===== src/rtl/dm_port_arbiter.sv =====
// ----------------------------------------------------------------------------
// dm_port_arbiter
//
// Shares one single-port, byte-enabled data RAM between two requesters:
//   m0 : CPU load/store path (lanes already replicated, byte enables set)
//   m1 : secondary master (debug / DMA)
//
// One access is in flight at a time: IDLE -> ACC -> (WAIT x RD_LAT) -> IDLE.
// In IDLE a winner is chosen and its request is registered straight onto the
// RAM-side outputs, so the RAM strobe and the grant pulse appear together in
// the ACC cycle. Reads return ram_rdata on rdata in the cycle the RAM
// delivers it (RD_LAT cycles after ram_en); rdata then holds that value
// until the next read completes.
//
// Byte-enable patterns other than 0000/0001/0010/0100/1000/0011/1100/1111
// are granted (so the requester is released) but never reach the RAM; they
// raise a one-cycle be_err instead.
//
// Build option:
//   DM_ARB_CPU_PRIO_EN  defined     : fixed priority, m0 wins every tie.
//                       not defined : round-robin between m0 and m1.
//
// Parameters:
//   ADDR_W  byte-address width of the requester ports
//   RD_LAT  RAM read latency in cycles (1..3)
//
// Ports:
//   clk, reset                 clock, synchronous active-high reset
//   mX_req/addr/be/wdata       requester X access (be = 0000 means read)
//   mX_gnt                     1-cycle pulse: access for X issued
//   mX_rvalid                  1-cycle pulse: rdata valid for X
//   rdata                      read data (last read value between rvalids)
//   be_err                     1-cycle pulse: granted request had illegal BE
//   ram_en/we/addr/wdata       RAM access strobe, byte writes, word address,
//                              write data
//   ram_rdata                  RAM read data, RD_LAT cycles after ram_en
// ----------------------------------------------------------------------------
module dm_port_arbiter #(
    parameter int ADDR_W = 32,
    parameter int RD_LAT = 1
) (
    input  logic              clk,
    input  logic              reset,
    input  logic              m0_req,
    input  logic [ADDR_W-1:0] m0_addr,
    input  logic [3:0]        m0_be,
    input  logic [31:0]       m0_wdata,
    output logic              m0_gnt,
    output logic              m0_rvalid,
    input  logic              m1_req,
    input  logic [ADDR_W-1:0] m1_addr,
    input  logic [3:0]        m1_be,
    input  logic [31:0]       m1_wdata,
    output logic              m1_gnt,
    output logic              m1_rvalid,
    output logic [31:0]       rdata,
    output logic              be_err,
    output logic              ram_en,
    output logic [3:0]        ram_we,
    output logic [ADDR_W-3:0] ram_addr,
    output logic [31:0]       ram_wdata,
    input  logic [31:0]       ram_rdata
);

    typedef enum logic [1:0] {
        ST_IDLE = 2'd0,
        ST_ACC  = 2'd1,
        ST_WAIT = 2'd2
    } state_t;

    // WAIT counts down from RD_LAT-1 to 0; the zero cycle is the data cycle.
    localparam logic [1:0] WAIT_INIT = 2'(RD_LAT - 1);

    state_t            state_q, state_d;
    logic [1:0]        cnt_q, cnt_d;
    logic              id_q, id_d;          // granted master: 0 = m0, 1 = m1
    logic              gnt0_q, gnt0_d;
    logic              gnt1_q, gnt1_d;
    logic              be_err_q, be_err_d;
    logic              ram_en_q, ram_en_d;
    logic [3:0]        ram_we_q, ram_we_d;
    logic [ADDR_W-3:0] ram_addr_q, ram_addr_d;
    logic [31:0]       ram_wdata_q, ram_wdata_d;
    logic [31:0]       rdata_q, rdata_d;
`ifndef DM_ARB_CPU_PRIO_EN
    logic              last_q, last_d;      // last granted master, 1 = m1
`endif

    // ------------------------------------------------------------------
    // Winner selection and request mux
    // ------------------------------------------------------------------
    logic              win_valid;
    logic              win_id;
    logic [ADDR_W-1:0] sel_addr;
    logic [3:0]        sel_be;
    logic [31:0]       sel_wdata;
    logic              sel_legal;
    logic [3:0]        lane_we;
    logic              rvalid_hit;

    always_comb begin
        win_valid = m0_req | m1_req;
`ifdef DM_ARB_CPU_PRIO_EN
        win_id    = ~m0_req;
`else
        // On a tie the master that was not granted last wins.
        if (m0_req && m1_req) begin
            win_id = ~last_q;
        end else begin
            win_id = ~m0_req;
        end
`endif
        sel_addr  = win_id ? m1_addr  : m0_addr;
        sel_be    = win_id ? m1_be    : m0_be;
        sel_wdata = win_id ? m1_wdata : m0_wdata;
    end

    always_comb begin
        sel_legal = 1'b0;
        case (sel_be)
            4'b0000, 4'b0001, 4'b0010, 4'b0100,
            4'b1000, 4'b0011, 4'b1100, 4'b1111: sel_legal = 1'b1;
            default:                            sel_legal = 1'b0;
        endcase
    end

    // Per-lane RAM write enables; an illegal pattern never writes any lane.
    generate
        for (genvar gi = 0; gi < 4; gi++) begin : g_lane_we
            assign lane_we[gi] = sel_legal & sel_be[gi];
        end
    endgenerate

    // The byte-offset bits do not address the word-wide RAM.
    logic unused_addr_bits;
    assign unused_addr_bits = ^{m0_addr[1:0], m1_addr[1:0]};

    // ------------------------------------------------------------------
    // Read return: gated by reset so a read cut off by reset never returns.
    // ------------------------------------------------------------------
    assign rvalid_hit = (state_q == ST_WAIT) && (cnt_q == 2'd0) && !reset;

    assign m0_rvalid = rvalid_hit & ~id_q;
    assign m1_rvalid = rvalid_hit &  id_q;
    assign rdata     = rvalid_hit ? ram_rdata : rdata_q;

    assign m0_gnt    = gnt0_q;
    assign m1_gnt    = gnt1_q;
    assign be_err    = be_err_q;
    assign ram_en    = ram_en_q;
    assign ram_we    = ram_we_q;
    assign ram_addr  = ram_addr_q;
    assign ram_wdata = ram_wdata_q;

    // ------------------------------------------------------------------
    // Next-state / output logic
    // ------------------------------------------------------------------
    always_comb begin
        state_d     = state_q;
        cnt_d       = cnt_q;
        id_d        = id_q;
        gnt0_d      = 1'b0;
        gnt1_d      = 1'b0;
        be_err_d    = 1'b0;
        ram_en_d    = 1'b0;
        ram_we_d    = 4'b0000;
        ram_addr_d  = ram_addr_q;
        ram_wdata_d = ram_wdata_q;
        rdata_d     = rvalid_hit ? ram_rdata : rdata_q;
`ifndef DM_ARB_CPU_PRIO_EN
        last_d      = last_q;
`endif

        case (state_q)
            ST_IDLE: begin
                if (win_valid) begin
                    state_d     = ST_ACC;
                    id_d        = win_id;
                    gnt0_d      = ~win_id;
                    gnt1_d      =  win_id;
                    ram_addr_d  = sel_addr[ADDR_W-1:2];
                    ram_wdata_d = sel_wdata;
                    ram_en_d    = sel_legal;
                    ram_we_d    = lane_we;
                    be_err_d    = ~sel_legal;
`ifndef DM_ARB_CPU_PRIO_EN
                    // Illegal-BE grants also move the pointer.
                    last_d      = win_id;
`endif
                end
            end

            ST_ACC: begin
                // Only a legal read (strobe on, no lane written) waits for data.
                cnt_d = WAIT_INIT;
                if (ram_en_q && (ram_we_q == 4'b0000)) begin
                    state_d = ST_WAIT;
                end else begin
                    state_d = ST_IDLE;
                end
            end

            ST_WAIT: begin
                if (cnt_q == 2'd0) begin
                    state_d = ST_IDLE;
                end else begin
                    cnt_d = cnt_q - 2'd1;
                end
            end

            default: begin
                state_d = ST_IDLE;
            end
        endcase
    end

    // ------------------------------------------------------------------
    // State registers
    // ------------------------------------------------------------------
    always_ff @(posedge clk) begin
        if (reset) begin
            state_q     <= ST_IDLE;
            cnt_q       <= 2'd0;
            id_q        <= 1'b0;
            gnt0_q      <= 1'b0;
            gnt1_q      <= 1'b0;
            be_err_q    <= 1'b0;
            ram_en_q    <= 1'b0;
            ram_we_q    <= 4'b0000;
            ram_addr_q  <= '0;
            ram_wdata_q <= 32'd0;
            rdata_q     <= 32'd0;
`ifndef DM_ARB_CPU_PRIO_EN
            last_q      <= 1'b1;    // m1 "last", so m0 wins the first tie
`endif
        end else begin
            state_q     <= state_d;
            cnt_q       <= cnt_d;
            id_q        <= id_d;
            gnt0_q      <= gnt0_d;
            gnt1_q      <= gnt1_d;
            be_err_q    <= be_err_d;
            ram_en_q    <= ram_en_d;
            ram_we_q    <= ram_we_d;
            ram_addr_q  <= ram_addr_d;
            ram_wdata_q <= ram_wdata_d;
            rdata_q     <= rdata_d;
`ifndef DM_ARB_CPU_PRIO_EN
            last_q      <= last_d;
`endif
        end
    end

endmodule


===== config.mk =====
export PLATFORM = sky130hd
export DESIGN_NAME = dm_port_arbiter
export DESIGN_NICKNAME = d
export VERILOG_FILES = /design/src/rtl/dm_port_arbiter.sv
export SDC_FILE = /design/constraint.sdc
export NUM_CORES = 1
export LEC_CHECK = 0
export ABC_AREA = 1
export CAP_MARGIN = 25
export CORE_ASPECT_RATIO = 1.4
export CORE_UTILIZATION = 34
export DETAILED_ROUTE_END_ITERATION = 6
export PLACE_DENSITY = 0.77
export SLEW_MARGIN = 20
export SYNTH_ARGS = -nofsm -noshare
export SYNTH_HDL_FRONTEND = slang
export SYNTH_SLANG_ARGS = --single-unit

===== constraint.sdc =====
create_clock -name clk -period 1.6 [get_ports clk]
set_input_delay 0.16 -clock clk [delete_from_list [all_inputs] [get_ports clk]]
set_output_delay 0.16 -clock clk [all_outputs]
set_load 0.005 [all_outputs]

==> impl_metrics.yaml <==
run_status:
  outcome: "complete, but fails checks"
  violations: "negative setup slack"
worst_setup_path:
  crit_path_end_kind: "output pin"
  crit_buf_inv: 6
  path_delay_family: "buffers and inverters"
  crit_arrival_ps: 1810
  worstSetupPathType: "reg2out"
  crit_fanout: 7
  rr_startpoint: "state_q[1]"
  critPathRequiredTime_ps: 1440
  cp-startpoint: "state_q[1]"
  cp_slowest_cell: "dfxtp_2"
  cp_cell_sequence: "inv_2 > nor2_4 > nand3_4 > buf_6 > clkbuf_16 > buf_6 > o21ai_2 > inv_1 > buf_2"
  worstSetupPathDepth: 9
  path_common_cell: "buf_6"
  r2r_end: "rdata_q[6]"
  rr_worst_depth: 10
  setup.worst_path.start_class: "flop"
  max_stage_delay_ps: 340
  reg2reg_slack_ps: -50
  endpoint: "rdata[6]"
floorplan:
  core_sq_um: 12900
  core.rowCount: 49
  dieArea_sq_um: 13900
  pin_count: 276
  die_x_microns: 99.8
  start_util_pct: 35.2
  die_h_microns: 139
routing:
  vias: 5174
  drcViolationCount: 0
  ant_nets: 0
  first_pass_iters: 6
  wl_per_cell_microns: 14.6
  drt_wl_total_mm: 16.6
  drtIter0Drc: 175
  avgViaCountPerCell: 4.55
pwr:
  powerDensity_nw_per_um2: 758
  p_leak_nw: 4.04
  ir_drop_v: 0.000488
yosys:
  synth.largest_area_cell: "dfxtp_1"
  synth_area_per_cell_sq_um: 7.63
  yosysUniqueCellTypes: 30
  synth_nets: 771
  synthTopCellsByArea: "dfxtp_1, nand2_1, o21ai_1"
  ys_seq_area_share_pct: 47.5
  synth.top_cell.area_share_pct: 47.5
  ys_ff_latch: 108
  synth-warning-count: 0
  syn-instance-count: 597
  syn-cell-area_sq_um: 4550
grt:
  grt_max_degree: 45
  antenna_found_initial: 0
  grt_pass1_wl_mm: 23.1
  grt_usage_pct: 21.1
  globalRoute.totalOverflow: 0
  grt_pass1_vias: 4792
placed_design:
  port_buffers: 271
  dp_slack_ps: -316
  place_congestion: 0.810
  dp.cells: 1069
  hpwl_mm: 10.3
layout:
  fillers: 1020
  antenna_cells: 0
  final_cells: 1136
  layout.nets: 1127
  area_delta_synth_final_pct: 95.6
  drive_gt1_share_pct: 27.0
timing:
  fin_crit_ps: 1970
  skew_ps: 17.5
  drv_slew: 0
  rsz0062_at_grt: "yes"
  post-route-period-util_pct: 123
  finalHoldViolCount: 0
  setup_violations: 42
  holdWs_ps: 354
  max_slew_margin_pct: 69.2
  max_freq_mhz: 509
  worst_slew_pin_slew_ps: 462
  final.setup.worst_slack_ps: -366
cts:
  holdBufCountCts: 0
  cts_tree: "done"
  clk_pin_slew_ps: 70
  clk_latency_ps: 350
  cts_root_buf: "clkbuf_16"
  clock-sinks: 108
  numCtsBuffers: 9
  clock_path_buffers: 2
  htree_levels: 3
job:
  cap_violations: 0
hold_path:
  hp-class: "in2reg"
## routing by layer
layer	GRT usage, %	part of all wire, %
met5	0	0
met2	37.7	52
met4	10.3	4.6
met1	22.7	37
met3	5.49	6.3
## layout make-up
cell class	count	area, sq um	area share, %
clock inverter	7	71.3	0.800
sequential	108	2160	24.3
tap	178	223	2.50
inverter	83	314	3.52
clock buffer	9	225	2.53
multi-input combinational	374	2250	25.3
timing repair buffer	377	3660	41.0
## cell usage after synthesis
cell      count
buf_6         6
clkbuf_2      2
nor3_1        1
buf_8         1
nor2_8        1
buf_2        11
o21ai_1      64
o21ai_4       1
a22oi_1       5
mux2i_1       2
a22oi_2      16
nand2_1     123
inv_2         4
nor2_2        6
nand2_2       4
ha_1          2
dfxtp_1     108
o21ai_2       1
buf_4         9
nor2_1       79
a21oi_1       4
clkbuf_1      5
nand3_2       1
nand3_4       1
inv_1        79
nand3_1       5
o22ai_1       1
o21ai_0      52
nand2_4       2
nor2_4        1
## cells by family after synthesis
kind of cell	Yosys count	synth area share [%]
adder cells (fa/ha/maj)	2	0.549
AO/OA/AOI/OAI	144	19.1
multiplexers	2	0.440
buffers and inverters	117	12.0
flip-flops	108	47.5
AND/OR/NAND/NOR	224	20.5
## worst min-delay path by stage
stage / start / endpoint / slack (ps) / cells after the start
after global placement: ram_wdata[31] / ram_wdata[31] / 440 / 2
after global routing: m0_wdata[27] / ram_wdata[27] / 340 / 3
after floorplan: m1_addr[2] / ram_addr[0] / 270 / 2
final: m0_addr[2] / ram_addr[0] / 350 / 3
after detailed placement: ram_wdata[8] / ram_wdata[8] / 450 / 2
after CTS: m0_wdata[27] / ram_wdata[27] / 340 / 3
## where the power goes
group,leakage [nW],internal [mW],switching (mW)
logic,3.00,0.926,0.586
clock network,0.150,1.22,1.04
registers,0.886,2.88,0.0992
total,4.04,5.03,1.72
## sequential cells by signal, summed over array words and instances, names as in the netlist, 2 cells and up
name,cells
ram_we,4
cnt_q,2
ram_addr,30
rdata_q,32
state_q,2
ram_wdata,32
## layout by cell type (no fill, tap or decap), types with 2 or more instances in the layout
cell             synthesis  final
a21oi_1                  4      4
dfxtp_1                108    106
clkinv_2                 0      3
dfxtp_2                  0      2
clkdlybuf4s50_1          0    237
mux2i_4                  0      2
nand2_1                123    108
nand2_4                  2      5
buf_8                    1      4
a22oi_1                  5      5
nand3_1                  5      3
o21ai_0                 52     43
o21ai_2                  1     17
inv_1                   79     75
buf_6                    6     25
o21ai_1                 64     43
nand3_2                  1      2
inv_6                    0      3
buf_12                   0      6
clkbuf_16                0     13
clkbuf_2                 2     19
buf_2                   11     10
nand3_4                  1      3
clkdlybuf4s15_1          0      2
nand2_2                  4     15
inv_2                    4      7
ha_4                     0      2
o21ai_4                  1     15
nor2_4                   1      3
nor2_1                  79     70
a22oi_2                 16     16
buf_4                    9     66
clkdlybuf4s15_2          0      2
nor2_2                   6     14
## worst min-delay path, cell delays in order
cell and delay, ps:
clkdlybuf4s50_1 390, nand2_1 60, nand2_1 40
## through the flow
stage / utilization, % / area, sq um / power, mW / setup TNS (ps)
6_report: 68.9 / 8910 / 6.75 / -9530
5_1_grt: 68.9 / 8910 / 7.07 / -13750
4_1_cts: 63.6 / 8230 / 6.73 / -12950
3_5_place_dp: 59.8 / 7730 / 4.43 / -22040
3_3_place_gp: 59.8 / 7730 / 4.41 / -19530
2_1_floorplan: - / 4550 / 3.49 / 0
## timing repair
item	CTS	global route
pin swaps	4	27
cloned	3	7
endpoints found under the setup margin	43	81
buffers inserted	8	40
hold endpoints to repair	0	0
resized for setup	74	161
Note: power is estimated with default switching activity, not from simulation.
